`src/rtl/alu_pkg.sv`:
```
// Shared ALU definitions: opcode enum, width, arbiter state and result bundle.
// Imported by alu_core and alu_arbiter.
package alu_pkg;

  localparam int ALU_W = 32;

  typedef enum logic [2:0] {
    OP_AND = 3'b000,
    OP_OR  = 3'b001,
    OP_ADD = 3'b010,
    OP_XOR = 3'b011,
    OP_NOR = 3'b100,
    OP_SRL = 3'b101,
    OP_SUB = 3'b110,
    OP_SLT = 3'b111
  } alu_op_t;

  typedef enum logic {
    ST_EMPTY = 1'b0,
    ST_FULL  = 1'b1
  } arb_state_t;

  typedef struct packed {
    logic [ALU_W-1:0] r;
    logic             id;
    logic             zero;
    logic             ovf;
  } res_t;

endpackage

```
`src/rtl/alu_core.sv`:
```
// Combinational 32-bit ALU. Ports: a, b operands; op opcode;
// r result; zero (r==0); ovf signed overflow for ADD/SUB only.
module alu_core
  import alu_pkg::*;
(
  input  logic [ALU_W-1:0] a,
  input  logic [ALU_W-1:0] b,
  input  alu_op_t          op,
  output logic [ALU_W-1:0] r,
  output logic             zero,
  output logic             ovf
);

  logic [ALU_W-1:0] sum;
  logic [ALU_W-1:0] diff;
  logic             lt;

  assign sum  = a + b;
  assign diff = a - b;
  assign lt   = $signed(a) < $signed(b);

  always_comb begin
    r   = '0;
    ovf = 1'b0;
    unique case (op)
      OP_AND: r = a & b;
      OP_OR:  r = a | b;
      OP_XOR: r = a ^ b;
      OP_NOR: r = ~(a | b);
      OP_SRL: r = a >> b[4:0];
      OP_SLT: r = {{(ALU_W-1){1'b0}}, lt};
      OP_ADD: begin
        r   = sum;
        ovf = (a[ALU_W-1] == b[ALU_W-1]) &&
              (sum[ALU_W-1] != a[ALU_W-1]);
      end
      OP_SUB: begin
        r   = diff;
        ovf = (a[ALU_W-1] != b[ALU_W-1]) &&
              (diff[ALU_W-1] != a[ALU_W-1]);
      end
    endcase
  end

  assign zero = (r == '0);

endmodule

```
`src/rtl/alu_arbiter.sv`:
```
// Round-robin two-requester front end for one alu_core with a registered,
// tagged valid/ready result. Ports: clk, rst_n (async low); req_valid/
// req_ready, a0/b0/op0, a1/b1/op1 requests; res_valid/res_ready, res,
// res_id, res_zero, res_ovf result. Optional grant_cnt0/grant_cnt1
// saturating grant counters when ALU_ARB_STATS_EN is defined.
module alu_arbiter
  import alu_pkg::*;
#(
  parameter int W = 32
) (
  input  logic         clk,
  input  logic         rst_n,
  input  logic [1:0]   req_valid,
  output logic [1:0]   req_ready,
  input  logic [W-1:0] a0,
  input  logic [W-1:0] b0,
  input  logic [2:0]   op0,
  input  logic [W-1:0] a1,
  input  logic [W-1:0] b1,
  input  logic [2:0]   op1,
  output logic         res_valid,
  input  logic         res_ready,
  output logic [W-1:0] res,
  output logic         res_id,
  output logic         res_zero,
  output logic         res_ovf
`ifdef ALU_ARB_STATS_EN
  ,
  output logic [15:0]  grant_cnt0,
  output logic [15:0]  grant_cnt1
`endif
);

  arb_state_t state_q, state_d;
  res_t       res_q;
  logic       last_q;
  logic       cand;
  logic       can_accept;
  logic       grant;

  logic [W-1:0] alu_a, alu_b, alu_r;
  alu_op_t      alu_op;
  logic         alu_zero, alu_ovf;

  // Contention goes to whoever was not granted last.
  always_comb begin
    unique case (req_valid)
      2'b10:   cand = 1'b1;
      2'b11:   cand = ~last_q;
      default: cand = 1'b0;
    endcase
  end

  // rst_n gates accept so no handshake completes while held in reset.
  assign can_accept = rst_n &&
                      ((state_q == ST_EMPTY) || res_ready);
  assign grant      = can_accept && req_valid[cand];
  assign req_ready  = !grant ? 2'b00 :
                      (cand ? 2'b10 : 2'b01);

  assign alu_a  = cand ? a1 : a0;
  assign alu_b  = cand ? b1 : b0;
  assign alu_op = alu_op_t'(cand ? op1 : op0);

  alu_core u_core (
    .a    (alu_a),
    .b    (alu_b),
    .op   (alu_op),
    .r    (alu_r),
    .zero (alu_zero),
    .ovf  (alu_ovf)
  );

  always_comb begin
    state_d = state_q;
    if (grant)
      state_d = ST_FULL;
    else if (state_q == ST_FULL && res_ready)
      state_d = ST_EMPTY;
  end

  always_ff @(posedge clk or negedge rst_n) begin
    if (!rst_n) begin
      state_q <= ST_EMPTY;
      res_q   <= '0;
      last_q  <= 1'b1;
    end else begin
      state_q <= state_d;
      if (grant) begin
        res_q  <= '{r: alu_r, id: cand,
                    zero: alu_zero, ovf: alu_ovf};
        last_q <= cand;
      end
    end
  end

  assign res_valid = (state_q == ST_FULL);
  assign res       = res_q.r;
  assign res_id    = res_q.id;
  assign res_zero  = res_q.zero;
  assign res_ovf   = res_q.ovf;

`ifdef ALU_ARB_STATS_EN
  logic [15:0] cnt0_q, cnt1_q;

  always_ff @(posedge clk or negedge rst_n) begin
    if (!rst_n) begin
      cnt0_q <= '0;
      cnt1_q <= '0;
    end else if (grant) begin
      if (!cand && cnt0_q != 16'hFFFF)
        cnt0_q <= cnt0_q + 16'd1;
      if (cand && cnt1_q != 16'hFFFF)
        cnt1_q <= cnt1_q + 16'd1;
    end
  end

  assign grant_cnt0 = cnt0_q;
  assign grant_cnt1 = cnt1_q;
`endif

endmodule

```
`config.mk`:
```
export PLATFORM = sky130hd
export DESIGN_NAME = alu_arbiter
export DESIGN_NICKNAME = d
export VERILOG_FILES = /design/src/rtl/alu_pkg.sv /design/src/rtl/alu_core.sv /design/src/rtl/alu_arbiter.sv
export SDC_FILE = /design/constraint.sdc
export NUM_CORES = 1
export LEC_CHECK = 0
export CAP_MARGIN = 20
export CORE_ASPECT_RATIO = 2
export CORE_MARGIN = 2
export CORE_UTILIZATION = 50
export CTS_BUF_LIST = sky130_fd_sc_hd__clkbuf_4 sky130_fd_sc_hd__clkbuf_8 sky130_fd_sc_hd__clkbuf_16
export CTS_CLUSTER_SIZE = 30
export DETAILED_ROUTE_END_ITERATION = 8
export PLACE_DENSITY = 0.82
export SLEW_MARGIN = 20
export SYNTH_ARGS = -nofsm -noshare
export SYNTH_HDL_FRONTEND = slang
export SYNTH_SLANG_ARGS = --single-unit
```
`constraint.sdc`:
```
create_clock -name clk -period 11.35 [get_ports clk]
set_input_delay 2.8375 -clock clk [delete_from_list [all_inputs] [get_ports clk]]
set_output_delay 2.8375 -clock clk [all_outputs]
set_load 0.02 [all_outputs]
```
==> qor_table.md, run 1 <==
| Parameter | This run | Unit |
|:---|:---|:---|
| Run status | finished clean | - |
| Routed wirelength normalized by instance count | 26.1 | µm |
| Sort of element at the start of the critical path | input port | - |
| Hold Buf Count CTS | 0 | - |
| Core region area | 21000 | µm² |
| Synthesized instance count | 1616 | - |
| Max Fanout on Critical Path | 58 | - |
| Hold WC Path Type | register to register | - |
| Via density per instance | 6.83 | - |
| Final global-route overflow total | 0 | - |
| Post-DRT Antenna Nets | 0 | - |
| IO buf count | 176 | - |
| GRT Resource Usage Total | 0.449 | - |
| Initial Util | 0.510 | - |
| Number of flops mapped to enable cells by yosys | 0 | - |
| Layout cell share with drive strength beyond 1 | 0.0551 | - |
| Setup repair after global routing missed its margin | no | - |
| Length of the first detailed-routing pass in iterations | 6 | - |
| CTS sink count | 37 | - |
| Largest net degree at the start of global routing | 59 | - |
| Antenna violations before repair | 1 | - |
| TritonCTS clock tree | yes | - |
| Max-slew violation count | 0 | - |
| Non-Filler Cell Area, Final | 12600 | µm² |
| Buffers inserted during post-CTS setup optimization | 0 | - |
| Setup total negative slack | 0 | ps |
| Height of the die | 211 | µm |
| Maximum Capacitance Violations | 0 | - |
| CP Data Required Time | 11560 | ps |
| Final WL | 51600 | µm |
| Count of final hold-check violations | 0 | - |
| Reg2Reg Depth | 16 | - |
| Global placement routability congestion | 1.10 | - |
| CP Data Arrival Time | 9030 | ps |
| Synthesized net count | 1857 | - |
| First-pass GRT wire length | 77300 | µm |
| Warnings from Yosys | 0 | - |
| Average cell area after synthesis | 6.63 | µm² |
| Leakage power | 0.00571 | µW |
| Number of gates resized after CTS | 0 | - |
| Number of endpoints failing setup at the final stage | 0 | - |
| Final Net Count | 1947 | - |
| Row count | 75 | - |
| Number of flip-flops and latches in the synthesized netlist | 37 | - |
| Worst setup path class | input port to register | - |
| Clock slew at reported path FFs | 60 | ps |
| Vias in the first global route | 13200 | - |
| Fin crit period | 8810 | ps |
| Overall power | 1450 | µW |
| WHS Path Cells | 2 | - |
| Slew at the pin closest to its max-slew limit | 1180 | ps |
| Number of DRC markers in iteration 0 | 1503 | - |
| Async set or reset register ratio after synthesis | 1.00 | - |
| Total half-perimeter wirelength after legalization and detailed placement | 39800 | µm |
| Top FF cell, synth | sky130_fd_sc_hd__dfrtp_1 | - |
| Number of different library cells in the post-synthesis netlist | 92 | - |
| Power density of the placed cells | 115 | nW/µm² |
| Skew final | 5.71 | ps |
| Achievable frequency | 0.113 | GHz |
| Total placed instance area | 12500 | µm² |
| CTS HTree Levels | 2 | - |
| Area of the die | 22700 | µm² |
| Period utilisation layout | 0.776 | - |
| Clk Tree Root Cell | sky130_fd_sc_hd__clkbuf_16 | - |
| Total clock buffers created by CTS | 5 | - |
| Filler cell count in the final layout | 2073 | - |
| Total DRC errors in the routed layout | 0 | - |
| Kind of end point of the critical path | register | - |
| Vias after detailed routing | 13500 | - |
| Core utilization of the finished layout | 0.601 | - |
| Maximum buffer depth of the clock tree | 2 | - |
| Worst-Skew Late Latency | 290 | ps |
| Max_slew headroom | 0.212 | - |
| Post-synthesis instance area | 10700 | µm² |
| Die outline width | 108 | µm |
| Top-level port count | 177 | - |
| Post-synthesis sequential area ratio | 0.0865 | - |
| Area grow syn2layout | 17.9 | % |
| Largest vdd supply drop | 0.0953 | mV |
## layout by cell type, fill, tap and decap left out, types with 6 or more instances in the layout
cell type / Yosys / final
sky130_fd_sc_hd__a311oi_1: 6 / 6
sky130_fd_sc_hd__o31ai_1: 23 / 23
sky130_fd_sc_hd__a211o_1: 9 / 9
sky130_fd_sc_hd__a221oi_1: 11 / 11
sky130_fd_sc_hd__nand3b_1: 9 / 9
sky130_fd_sc_hd__inv_1: 93 / 93
sky130_fd_sc_hd__a211oi_1: 24 / 24
sky130_fd_sc_hd__mux2_2: 25 / 25
sky130_fd_sc_hd__nor2_1: 130 / 130
sky130_fd_sc_hd__nand3_1: 37 / 37
sky130_fd_sc_hd__and3_1: 13 / 13
sky130_fd_sc_hd__nand2b_1: 26 / 25
sky130_fd_sc_hd__buf_4: 3 / 16
sky130_fd_sc_hd__and2_1: 13 / 13
sky130_fd_sc_hd__o21ai_1: 6 / 6
sky130_fd_sc_hd__nor4_1: 14 / 14
sky130_fd_sc_hd__a31oi_1: 23 / 23
sky130_fd_sc_hd__clkdlybuf4s50_1: 0 / 173
sky130_fd_sc_hd__nor3_1: 44 / 44
sky130_fd_sc_hd__nand2_1: 333 / 333
sky130_fd_sc_hd__o21a_1: 7 / 7
sky130_fd_sc_hd__dfrtp_1: 36 / 36
sky130_fd_sc_hd__nand4_1: 12 / 12
sky130_fd_sc_hd__mux2i_1: 108 / 105
sky130_fd_sc_hd__ha_1: 101 / 101
sky130_fd_sc_hd__o21bai_1: 11 / 11
sky130_fd_sc_hd__a21oi_1: 111 / 111
sky130_fd_sc_hd__a21o_1: 15 / 15
sky130_fd_sc_hd__o221ai_1: 11 / 11
sky130_fd_sc_hd__o211ai_1: 23 / 23
sky130_fd_sc_hd__o21ai_0: 68 / 68
sky130_fd_sc_hd__o22ai_1: 18 / 18
sky130_fd_sc_hd__nor2b_1: 15 / 15
sky130_fd_sc_hd__xnor2_1: 15 / 15
sky130_fd_sc_hd__or2_2: 7 / 7
## path summary, 6_finish.rpt
check / slack (ps) / from / endpoint
worst min-delay path: 480 / res[18]$_DFFE_PN0P_ / res[18]$_DFFE_PN0P_
min in group asynchronous: 2630 / rst_n / res[31]$_DFFE_PN0P_
worst max register to register: 5120 / last_q$_DFFE_PN1P_ / res_zero$_DFFE_PN0P_
max in group asynchronous: 8190 / rst_n / res[20]$_DFFE_PN0P_
worst min register to register: 480 / res[18]$_DFFE_PN0P_ / res[18]$_DFFE_PN0P_
worst max-delay path: 2540 / req_valid[0] / res_zero$_DFFE_PN0P_
## report_power, final
part	internal (µW)	switching (µW)	total, µW
Clock	93.0	55.3	148
Sequential	167	18.9	186
Combinational	400	717	1120
## critical path, stage by stage
cell and delay, ps:
sky130_fd_sc_hd__clkdlybuf4s50_1 580, sky130_fd_sc_hd__a21bo_4 710, sky130_fd_sc_hd__buf_4 480, sky130_fd_sc_hd__nand2_1 90
sky130_fd_sc_hd__nand2_1 390, sky130_fd_sc_hd__ha_1 460, sky130_fd_sc_hd__inv_1 210, sky130_fd_sc_hd__a21oi_1 500
sky130_fd_sc_hd__nand4_1 230, sky130_fd_sc_hd__nor4_1 440, sky130_fd_sc_hd__nor4_1 120, sky130_fd_sc_hd__nor3_1 720
sky130_fd_sc_hd__o21ai_0 370, sky130_fd_sc_hd__a21o_1 260, sky130_fd_sc_hd__o221ai_1 260, sky130_fd_sc_hd__nand4_1 180
sky130_fd_sc_hd__o21ai_1 150
## synth_stat cells (all sizes together) (5+ instances only)
cell      n  area (µm²)
nand2   333        1250
nor2    131         494
a21oi   112         564
mux2i   108        1080
ha      101        1260
inv      96         360
o21ai    75         379
clkbuf   56         210
buf      53         268
nor3     45         230
nand3    37         185
dfrtp    36         901
mux2     29         338
nand2b   26         163
a211oi   25         193
a31oi    23         144
o211ai   23         173
o31ai    23         173
o22ai    18         113
a21o     15         113
nor2b    15        93.8
xnor2    15         131
nor4     14        87.6
and2     13        81.3
and3     13        81.3
nand4    12        75.1
a221oi   11        96.3
o21bai   11        82.6
o221ai   11        96.3
a211o     9        78.8
nand3b    9        67.6
o21a      8        67.6
or2       8        50.1
a311oi    7        78.8
o311ai    7        76.3
a22oi     6        50.1
a221o     5        50.1
or3       5        31.3
or4       5        37.5
## logic make-up after synthesis
kind of cell,Yosys count,synth area share
adders and majority gates,102,0.120
xor gates and xnor gates,17,0.0139
DFF,37,0.0865
and+or+nand+nor,680,0.286
muxes,141,0.141
AOI/OAI and AO/OA,432,0.275
buffers and inverters,207,0.0789
## final cells by class
cell class | instances | area, µm² | share of cell area
timing repair buffer | 192 | 1870 | 0.148
antenna | 1 | 2.50 | 0.000198
clock inverter | 1 | 5.00 | 0.000396
tap | 269 | 337 | 0.0266
multi-input combinational | 1372 | 8980 | 0.711
inverter | 98 | 368 | 0.0291
sequential | 37 | 927 | 0.0733
clock buffer | 7 | 153 | 0.0121
## registers in the layout (all words and copies together), names as in the netlist
register	cells
last_q	1
res	32
res_id	1
res_ovf	1
res_valid	1
res_zero	1
## per-layer routing
layer	track usage	part of all wire	wire [µm]
met4	0.470	0.13	6930
met2	0.748	0.47	24300
met1	0.429	0.31	16000
met5	0	0	0
met3	0.104	0.086	4440
## per-stage QoR
step,instances,setup slack (ps),hold slack (ps)
after global placement,1968,2680,458
final,1977,2540,475
after CTS,1976,2820,479
after floorplan,1616,3940,521
after global routing,1976,2240,499
after detailed placement,1968,2640,466
(Power assumes the default switching activity.)
==> run 2, diff against run 1 <==
==> constraint.sdc (replaced) <==
create_clock -name clk -period 8.87 [get_ports clk]
set_input_delay 2.2175 -clock clk [delete_from_list [all_inputs] [get_ports clk]]
set_output_delay 2.2175 -clock clk [all_outputs]
set_load 0.02 [all_outputs]
==> qor_table.md, run 2 (same netlist as run 1, synthesis figures left out) <==
| Parameter | This run | Unit |
|:---|:---|:---|
| Run status | finished clean | - |
| Routed wirelength normalized by instance count | 27.1 | µm |
| R2R setup slack | 2930 | ps |
| Most frequent standard cell in the layout excluding fill and tap cells | sky130_fd_sc_hd__nand2_1 | - |
| Die outline width | 108 | µm |
| Power density of the placed cells | 151 | nW/µm² |
| Hold Buf Count CTS | 0 | - |
| Number of DRC markers in iteration 0 | 1263 | - |
| Number of endpoints failing setup at the final stage | 0 | - |
| Final Net Count | 1962 | - |
| Skew final | 3.71 | ps |
| Worst setup path class | input port to register | - |
| Max Fanout on Critical Path | 16 | - |
| Sort of element at the start of the critical path | input port | - |
| GRT Resource Usage Total | 0.468 | - |
| CTS sink count | 37 | - |
| Filler cell count in the final layout | 1989 | - |
| Maximum buffer depth of the clock tree | 2 | - |
| CP Data Arrival Time | 8160 | ps |
| Beginning of the worst hold path | res[20]$_DFFE_PN0P_ | - |
| Core region area | 21000 | µm² |
| Top-level port count | 177 | - |
| Fin crit period | 7950 | ps |
| Area grow syn2layout | 19.5 | % |
| CTS HTree Levels | 2 | - |
| Slew at the pin closest to its max-slew limit | 1070 | ps |
| Setup WS post-layout | 922 | ps |
| IO buf count | 176 | - |
| Count of final hold-check violations | 0 | - |
| Setup repair after global routing missed its margin | no | - |
| Buffers inserted during post-CTS setup optimization | 0 | - |
| Row count | 75 | - |
| Reg2Reg Depth | 16 | - |
| End of the worst register-to-register path | res_zero$_DFFE_PN0P_ | - |
| Global placement routability congestion | 1.10 | - |
| Vias in the first global route | 13400 | - |
| Largest net degree at the start of global routing | 54 | - |
| CP Data Required Time | 9080 | ps |
| Height of the die | 211 | µm |
| Largest vdd supply drop | 0.144 | mV |
| Via density per instance | 6.82 | - |
| Setup total negative slack | 0 | ps |
| Total half-perimeter wirelength after legalization and detailed placement | 43200 | µm |
| Vias after detailed routing | 13600 | - |
| Length of the first detailed-routing pass in iterations | 5 | - |
| Reg-to-reg startpoint | last_q$_DFFE_PN1P_ | - |
| Commonest non-fill, non-tap cells in the layout | sky130_fd_sc_hd__nand2_1 (333), sky130_fd_sc_hd__clkdlybuf4s50_1 (173), sky130_fd_sc_hd__nor2_1 (130) | - |
| Antenna violations before repair | 2 | - |
| Maximum Capacitance Violations | 0 | - |
| Layout cell share with drive strength beyond 1 | 0.0633 | - |
| WHS Endpoint | res[20]$_DFFE_PN0P_ | - |
| Max_slew headroom | 0.275 | - |
| Achievable frequency | 0.126 | GHz |
| First-pass GRT wire length | 79400 | µm |
| Final global-route overflow total | 0 | - |
| Area of the die | 22700 | µm² |
| Number of gates resized after CTS | 0 | - |
| Hold WC Path Type | register to register | - |
| Period utilisation layout | 0.896 | - |
| Final WL | 54000 | µm |
| Clock slew at reported path FFs | 60 | ps |
| Total DRC errors in the routed layout | 0 | - |
| Initial Util | 0.510 | - |
| Worst-Skew Late Latency | 290 | ps |
| Kind of end point of the critical path | register | - |
| Flip-flop count of the largest register, all copies and words added | 32 | - |
| Max-slew violation count | 0 | - |
| Clk Tree Root Cell | sky130_fd_sc_hd__clkbuf_16 | - |
| Total clock buffers created by CTS | 5 | - |
| Post-DRT Antenna Nets | 0 | - |
| WHS Path Cells | 2 | - |
| TritonCTS clock tree | yes | - |
| Worst slack, placed | 1030 | ps |
| Leakage power | 0.00580 | µW |
[run 2: cell count changes in the layout (fill, tap and decap cells not counted)]
cell	delta
sky130_fd_sc_hd__diode_2	+1
sky130_fd_sc_hd__buf_4	+14
sky130_fd_sc_hd__clkinv_2	-1
sky130_fd_sc_hd__clkbuf_8	-2
sky130_fd_sc_hd__bufinv_16	+2
sky130_fd_sc_hd__buf_12	+1
sky130_fd_sc_hd__inv_6	+1
[run 2: power by group]
part	switching, µW	leakage [µW]	internal (µW)
sequential	23.2	0.000467	214
combinational	935	0.00524	523
clock	74.2	0.0000944	162
total	1030	0.00580	899
[run 2: cell type report]
| cell class | count | area [µm²] | share of cell area |
|---|---|---|---|
| antenna | 2 | 5.00 | 0.000391 |
| clock inverter | 3 | 68.8 | 0.00537 |
| timing repair buffer | 207 | 1990 | 0.156 |
| inverter | 98 | 368 | 0.0287 |
| tap | 269 | 337 | 0.0263 |
| sequential | 37 | 927 | 0.0724 |
| multi-input combinational | 1372 | 8980 | 0.702 |
| clock buffer | 5 | 125 | 0.00977 |
[run 2: worst max path at each step]
stage                 startpoint  slack, ps                   end  cells after the start
finish              req_valid[1]        920  res_zero$_DFFE_PN0P_                     17
CTS                 req_valid[0]       1290  res_zero$_DFFE_PN0P_                     17
global route        req_valid[0]        680  res_zero$_DFFE_PN0P_                     18
floorplan           req_valid[1]       2080  res_zero$_DFFE_PN0P_                     21
global placement    req_valid[0]       1040  res_zero$_DFFE_PN0P_                     17
detailed placement  req_valid[0]       1030  res_zero$_DFFE_PN0P_                     17
[run 2: critical path, stage by stage]
cell and delay [ps]:
sky130_fd_sc_hd__clkdlybuf4s50_1 510, sky130_fd_sc_hd__a21boi_4 430, sky130_fd_sc_hd__buf_4 340, sky130_fd_sc_hd__nand2_1 320, sky130_fd_sc_hd__nand2_1 220, sky130_fd_sc_hd__ha_1 440
sky130_fd_sc_hd__nor2b_1 180, sky130_fd_sc_hd__o311ai_0 950, sky130_fd_sc_hd__nor2_1 110, sky130_fd_sc_hd__a311oi_1 600, sky130_fd_sc_hd__xnor2_1 190, sky130_fd_sc_hd__o221ai_1 130
sky130_fd_sc_hd__o21ai_0 250, sky130_fd_sc_hd__nand3_1 160, sky130_fd_sc_hd__nor4_1 740, sky130_fd_sc_hd__nand4b_1 170, sky130_fd_sc_hd__o21ai_1 190
[run 2: metal layers]
layer | routed length (µm) | GRT usage | vias to the layer above | share of wire
met5 | 0 | 0 | - | 0
met4 | 7720 | 0.525 | 0 | 0.14
met3 | 4320 | 0.0926 | 382 | 0.080
met2 | 25600 | 0.786 | 974 | 0.47
met1 | 16300 | 0.433 | 6229 | 0.30
li1 | - | - | 6005 | -
[run 2: stage by stage]
stage	cell area (µm²)	cells	power, µW	hold slack, ps	util
floorplan	10700	1616	1110	521	-
detailed placement	12600	1983	1640	462	0.600
CTS	12800	1991	1880	478	0.609
global route	12800	1992	2020	501	0.609
global placement	12600	1983	1630	459	0.600
finish	12800	1993	1930	474	0.609
==> run 3, diff against run 2 <==
--- a/config.mk
+++ b/config.mk
@@ -5,7 +5,6 @@
 export SDC_FILE = /design/constraint.sdc
 export NUM_CORES = 1
 export LEC_CHECK = 0
-export CAP_MARGIN = 20
 export CORE_ASPECT_RATIO = 2
 export CORE_MARGIN = 2
 export CORE_UTILIZATION = 50
==> constraint.sdc (replaced) <==
create_clock -name clk -period 8 [get_ports clk]
set_input_delay 2 -clock clk [delete_from_list [all_inputs] [get_ports clk]]
set_output_delay 2 -clock clk [all_outputs]
set_load 0.02 [all_outputs]
==> qor_table.md, run 3 (same netlist as run 1, synthesis figures left out) <==
| Parameter | This run | Unit |
|:---|:---|:---|
| Row count | 75 | - |
| Critical path's slowest cell | sky130_fd_sc_hd__a21boi_4 | - |
| First-pass GRT wire length | 79900 | µm |
| Filler cell count in the final layout | 1981 | - |
| Number of gates resized after CTS | 0 | - |
| Most frequent standard cell in the layout excluding fill and tap cells | sky130_fd_sc_hd__nand2_1 | - |
| Length of the first detailed-routing pass in iterations | 6 | - |
| Largest vdd supply drop | 0.196 | mV |
| Period utilisation layout | 0.959 | - |
| Routed wirelength normalized by instance count | 26.2 | µm |
| Commonest non-fill, non-tap cells in the layout | sky130_fd_sc_hd__nand2_1 (333), sky130_fd_sc_hd__clkdlybuf4s50_1 (173), sky130_fd_sc_hd__nor2_1 (130) | - |
| Max_slew headroom | 0.146 | - |
| Final WL | 53000 | µm |
| Sort of element at the start of the critical path | input port | - |
| Buffers inserted during post-CTS setup optimization | 0 | - |
| Die outline width | 108 | µm |
| GRT Resource Usage Total | 0.467 | - |
| CTS HTree Levels | 2 | - |
| Maximum Capacitance Violations | 0 | - |
| Initial Util | 0.510 | - |
| Flip-flop count of the largest register, all copies and words added | 32 | - |
| Power density of the placed cells | 168 | nW/µm² |
| Largest net degree at the start of global routing | 46 | - |
| Pint | 1030 | µW |
| Relative contribution of the clock network to total power | 0.121 | - |
| CP Data Arrival Time | 7880 | ps |
| Run status | finished clean | - |
| Leakage power | 0.00594 | µW |
| Number of endpoints failing setup at the final stage | 0 | - |
| Kind of end point of the critical path | register | - |
| Global placement routability congestion | 1.05 | - |
| Total DRC errors in the routed layout | 0 | - |
| Clock slew at reported path FFs | 60 | ps |
| TritonCTS clock tree | yes | - |
| Count of buffering cells on the critical path with inverters included | 4 | - |
| Maximum single-stage delay on the critical path | 620 | ps |
| Slew at the pin closest to its max-slew limit | 1270 | ps |
| CP Data Required Time | 8200 | ps |
| Skew final | 5.80 | ps |
| Hold WC Path Type | register to register | - |
| Core region area | 21000 | µm² |
| Comb pwr share | 0.758 | - |
| Max Fanout on Critical Path | 20 | - |
| Core utilization of the finished layout | 0.619 | - |
| Area grow syn2layout | 21.3 | % |
| Switching component of the power | 1160 | µW |
| Count of final hold-check violations | 0 | - |
| Fin crit period | 7670 | ps |
| Hold Buf Count CTS | 0 | - |
| Via density per instance | 6.70 | - |
| Clk Tree Root Cell | sky130_fd_sc_hd__clkbuf_16 | - |
| Top-level port count | 177 | - |
| Vias after detailed routing | 13500 | - |
| Setup repair after global routing missed its margin | no | - |
| Height of the die | 211 | µm |
| Total half-perimeter wirelength after legalization and detailed placement | 42400 | µm |
| Setup total negative slack | 0 | ps |
| Antenna violations before repair | 1 | - |
| Post-DRT Antenna Nets | 0 | - |
| Achievable frequency | 0.130 | GHz |
| Vias in the first global route | 13600 | - |
| IO buf count | 176 | - |
| Sequential power share | 0.121 | - |
| Maximum buffer depth of the clock tree | 2 | - |
| CTS sink count | 37 | - |
| Worst setup path class | input port to register | - |
| Final global-route overflow total | 0 | - |
| Area of the die | 22700 | µm² |
| Number of DRC markers in iteration 0 | 1380 | - |
| Cell family contributing the most delay on the critical path | simple AND/OR/NAND/NOR gates | - |
| Switching share of total power | 0.531 | - |
| Max-slew violation count | 0 | - |
| Worst-Skew Late Latency | 290 | ps |
| Layout cell share with drive strength beyond 1 | 0.0789 | - |
| Total clock buffers created by CTS | 5 | - |
| Cell breakdown of the critical path | clkdlybuf4s50_1 > a21boi_4 > buf_4 > nand2_1 > nand2_1 > ha_1 > inv_1 > a21oi_1 > nand4_1 > nor4_1 > nor4_1 > nor3_1 > buf_4 > o21ai_0 > a21o_1 > o221ai_1 > nand4_1 > o21ai_1 | - |
| Final Net Count | 1990 | - |
## run 3: changes by cell type in the layout (fill, tap and decap cells not counted)
cell and delta:
sky130_fd_sc_hd__buf_4 +29, sky130_fd_sc_hd__a311oi_1 -1, sky130_fd_sc_hd__a311oi_2 +1, sky130_fd_sc_hd__buf_12 -1, sky130_fd_sc_hd__diode_2 -1
## run 3: per-layer routing
metal | wire, µm | track usage | share of wire | vias to the layer above
li1 | - | - | - | 6053
met1 | 16500 | 0.446 | 0.31 | 6225
met2 | 25100 | 0.777 | 0.47 | 885
met3 | 4670 | 0.119 | 0.088 | 371
met4 | 6780 | 0.470 | 0.13 | 0
met5 | 0 | 0 | 0 | -
## run 3: power by group through the flow
stage / Clock, µW / Combinational [µW] / Sequential [µW]
after floorplan: 0 / 906 / 326
after global placement: 0 / 1570 / 265
after detailed placement: 0 / 1580 / 268
after CTS: 264 / 1590 / 265
after global routing: 269 / 1760 / 270
final: 264 / 1660 / 264
## run 3: path summary, 6_finish.rpt
path,start,end,depth (start not counted),slack [ps]
max in group asynchronous,rst_n,last_q$_DFFE_PN1P_,2,5860
hold / removal,res[6]$_DFFE_PN0P_,res[6]$_DFFE_PN0P_,2,470
hold reg to reg,res[6]$_DFFE_PN0P_,res[6]$_DFFE_PN0P_,2,470
setup / recovery,req_valid[1],res_zero$_DFFE_PN0P_,18,330
setup reg to reg,last_q$_DFFE_PN1P_,res_zero$_DFFE_PN0P_,17,2190
min in group asynchronous,rst_n,res[31]$_DFFE_PN0P_,2,1780
## run 3: through the flow
stage	area (µm²)	total power [µW]	instances	worst slack (ps)	hold slack (ps)
2_1_floorplan	10700	1230	1616	1430	521
3_3_place_gp	12800	1840	2011	429	459
3_5_place_dp	12800	1850	2011	407	463
4_1_cts	13000	2120	2019	649	478
5_1_grt	13000	2300	2020	301	503
6_report	13000	2180	2020	329	473
## run 3: final cells by class
cell class	instances	area, µm²	share of cell area
timing repair buffer	235	2190	0.168
multi-input combinational	1372	8990	0.691
clock buffer	5	125	0.00962
sequential	37	927	0.0713
antenna	1	2.50	0.000192
tap	269	337	0.0259
inverter	98	368	0.0283
clock inverter	3	68.8	0.00529
## run 3: worst register-to-register path, stage by stage, from the launching register on
cell	delay [ps]
sky130_fd_sc_hd__dfstp_2	580
sky130_fd_sc_hd__a21bo_4	380
sky130_fd_sc_hd__buf_4	390
sky130_fd_sc_hd__nand2_1	90
sky130_fd_sc_hd__nand2_1	340
sky130_fd_sc_hd__ha_1	360
sky130_fd_sc_hd__inv_1	200
sky130_fd_sc_hd__a21oi_1	490
sky130_fd_sc_hd__nand4_1	290
sky130_fd_sc_hd__nor4_1	550
sky130_fd_sc_hd__nor4_1	180
sky130_fd_sc_hd__nor3_1	310
sky130_fd_sc_hd__buf_4	190
sky130_fd_sc_hd__o21ai_0	240
sky130_fd_sc_hd__a21o_1	250
sky130_fd_sc_hd__o221ai_1	230
sky130_fd_sc_hd__nand4_1	390
sky130_fd_sc_hd__o21ai_1	270
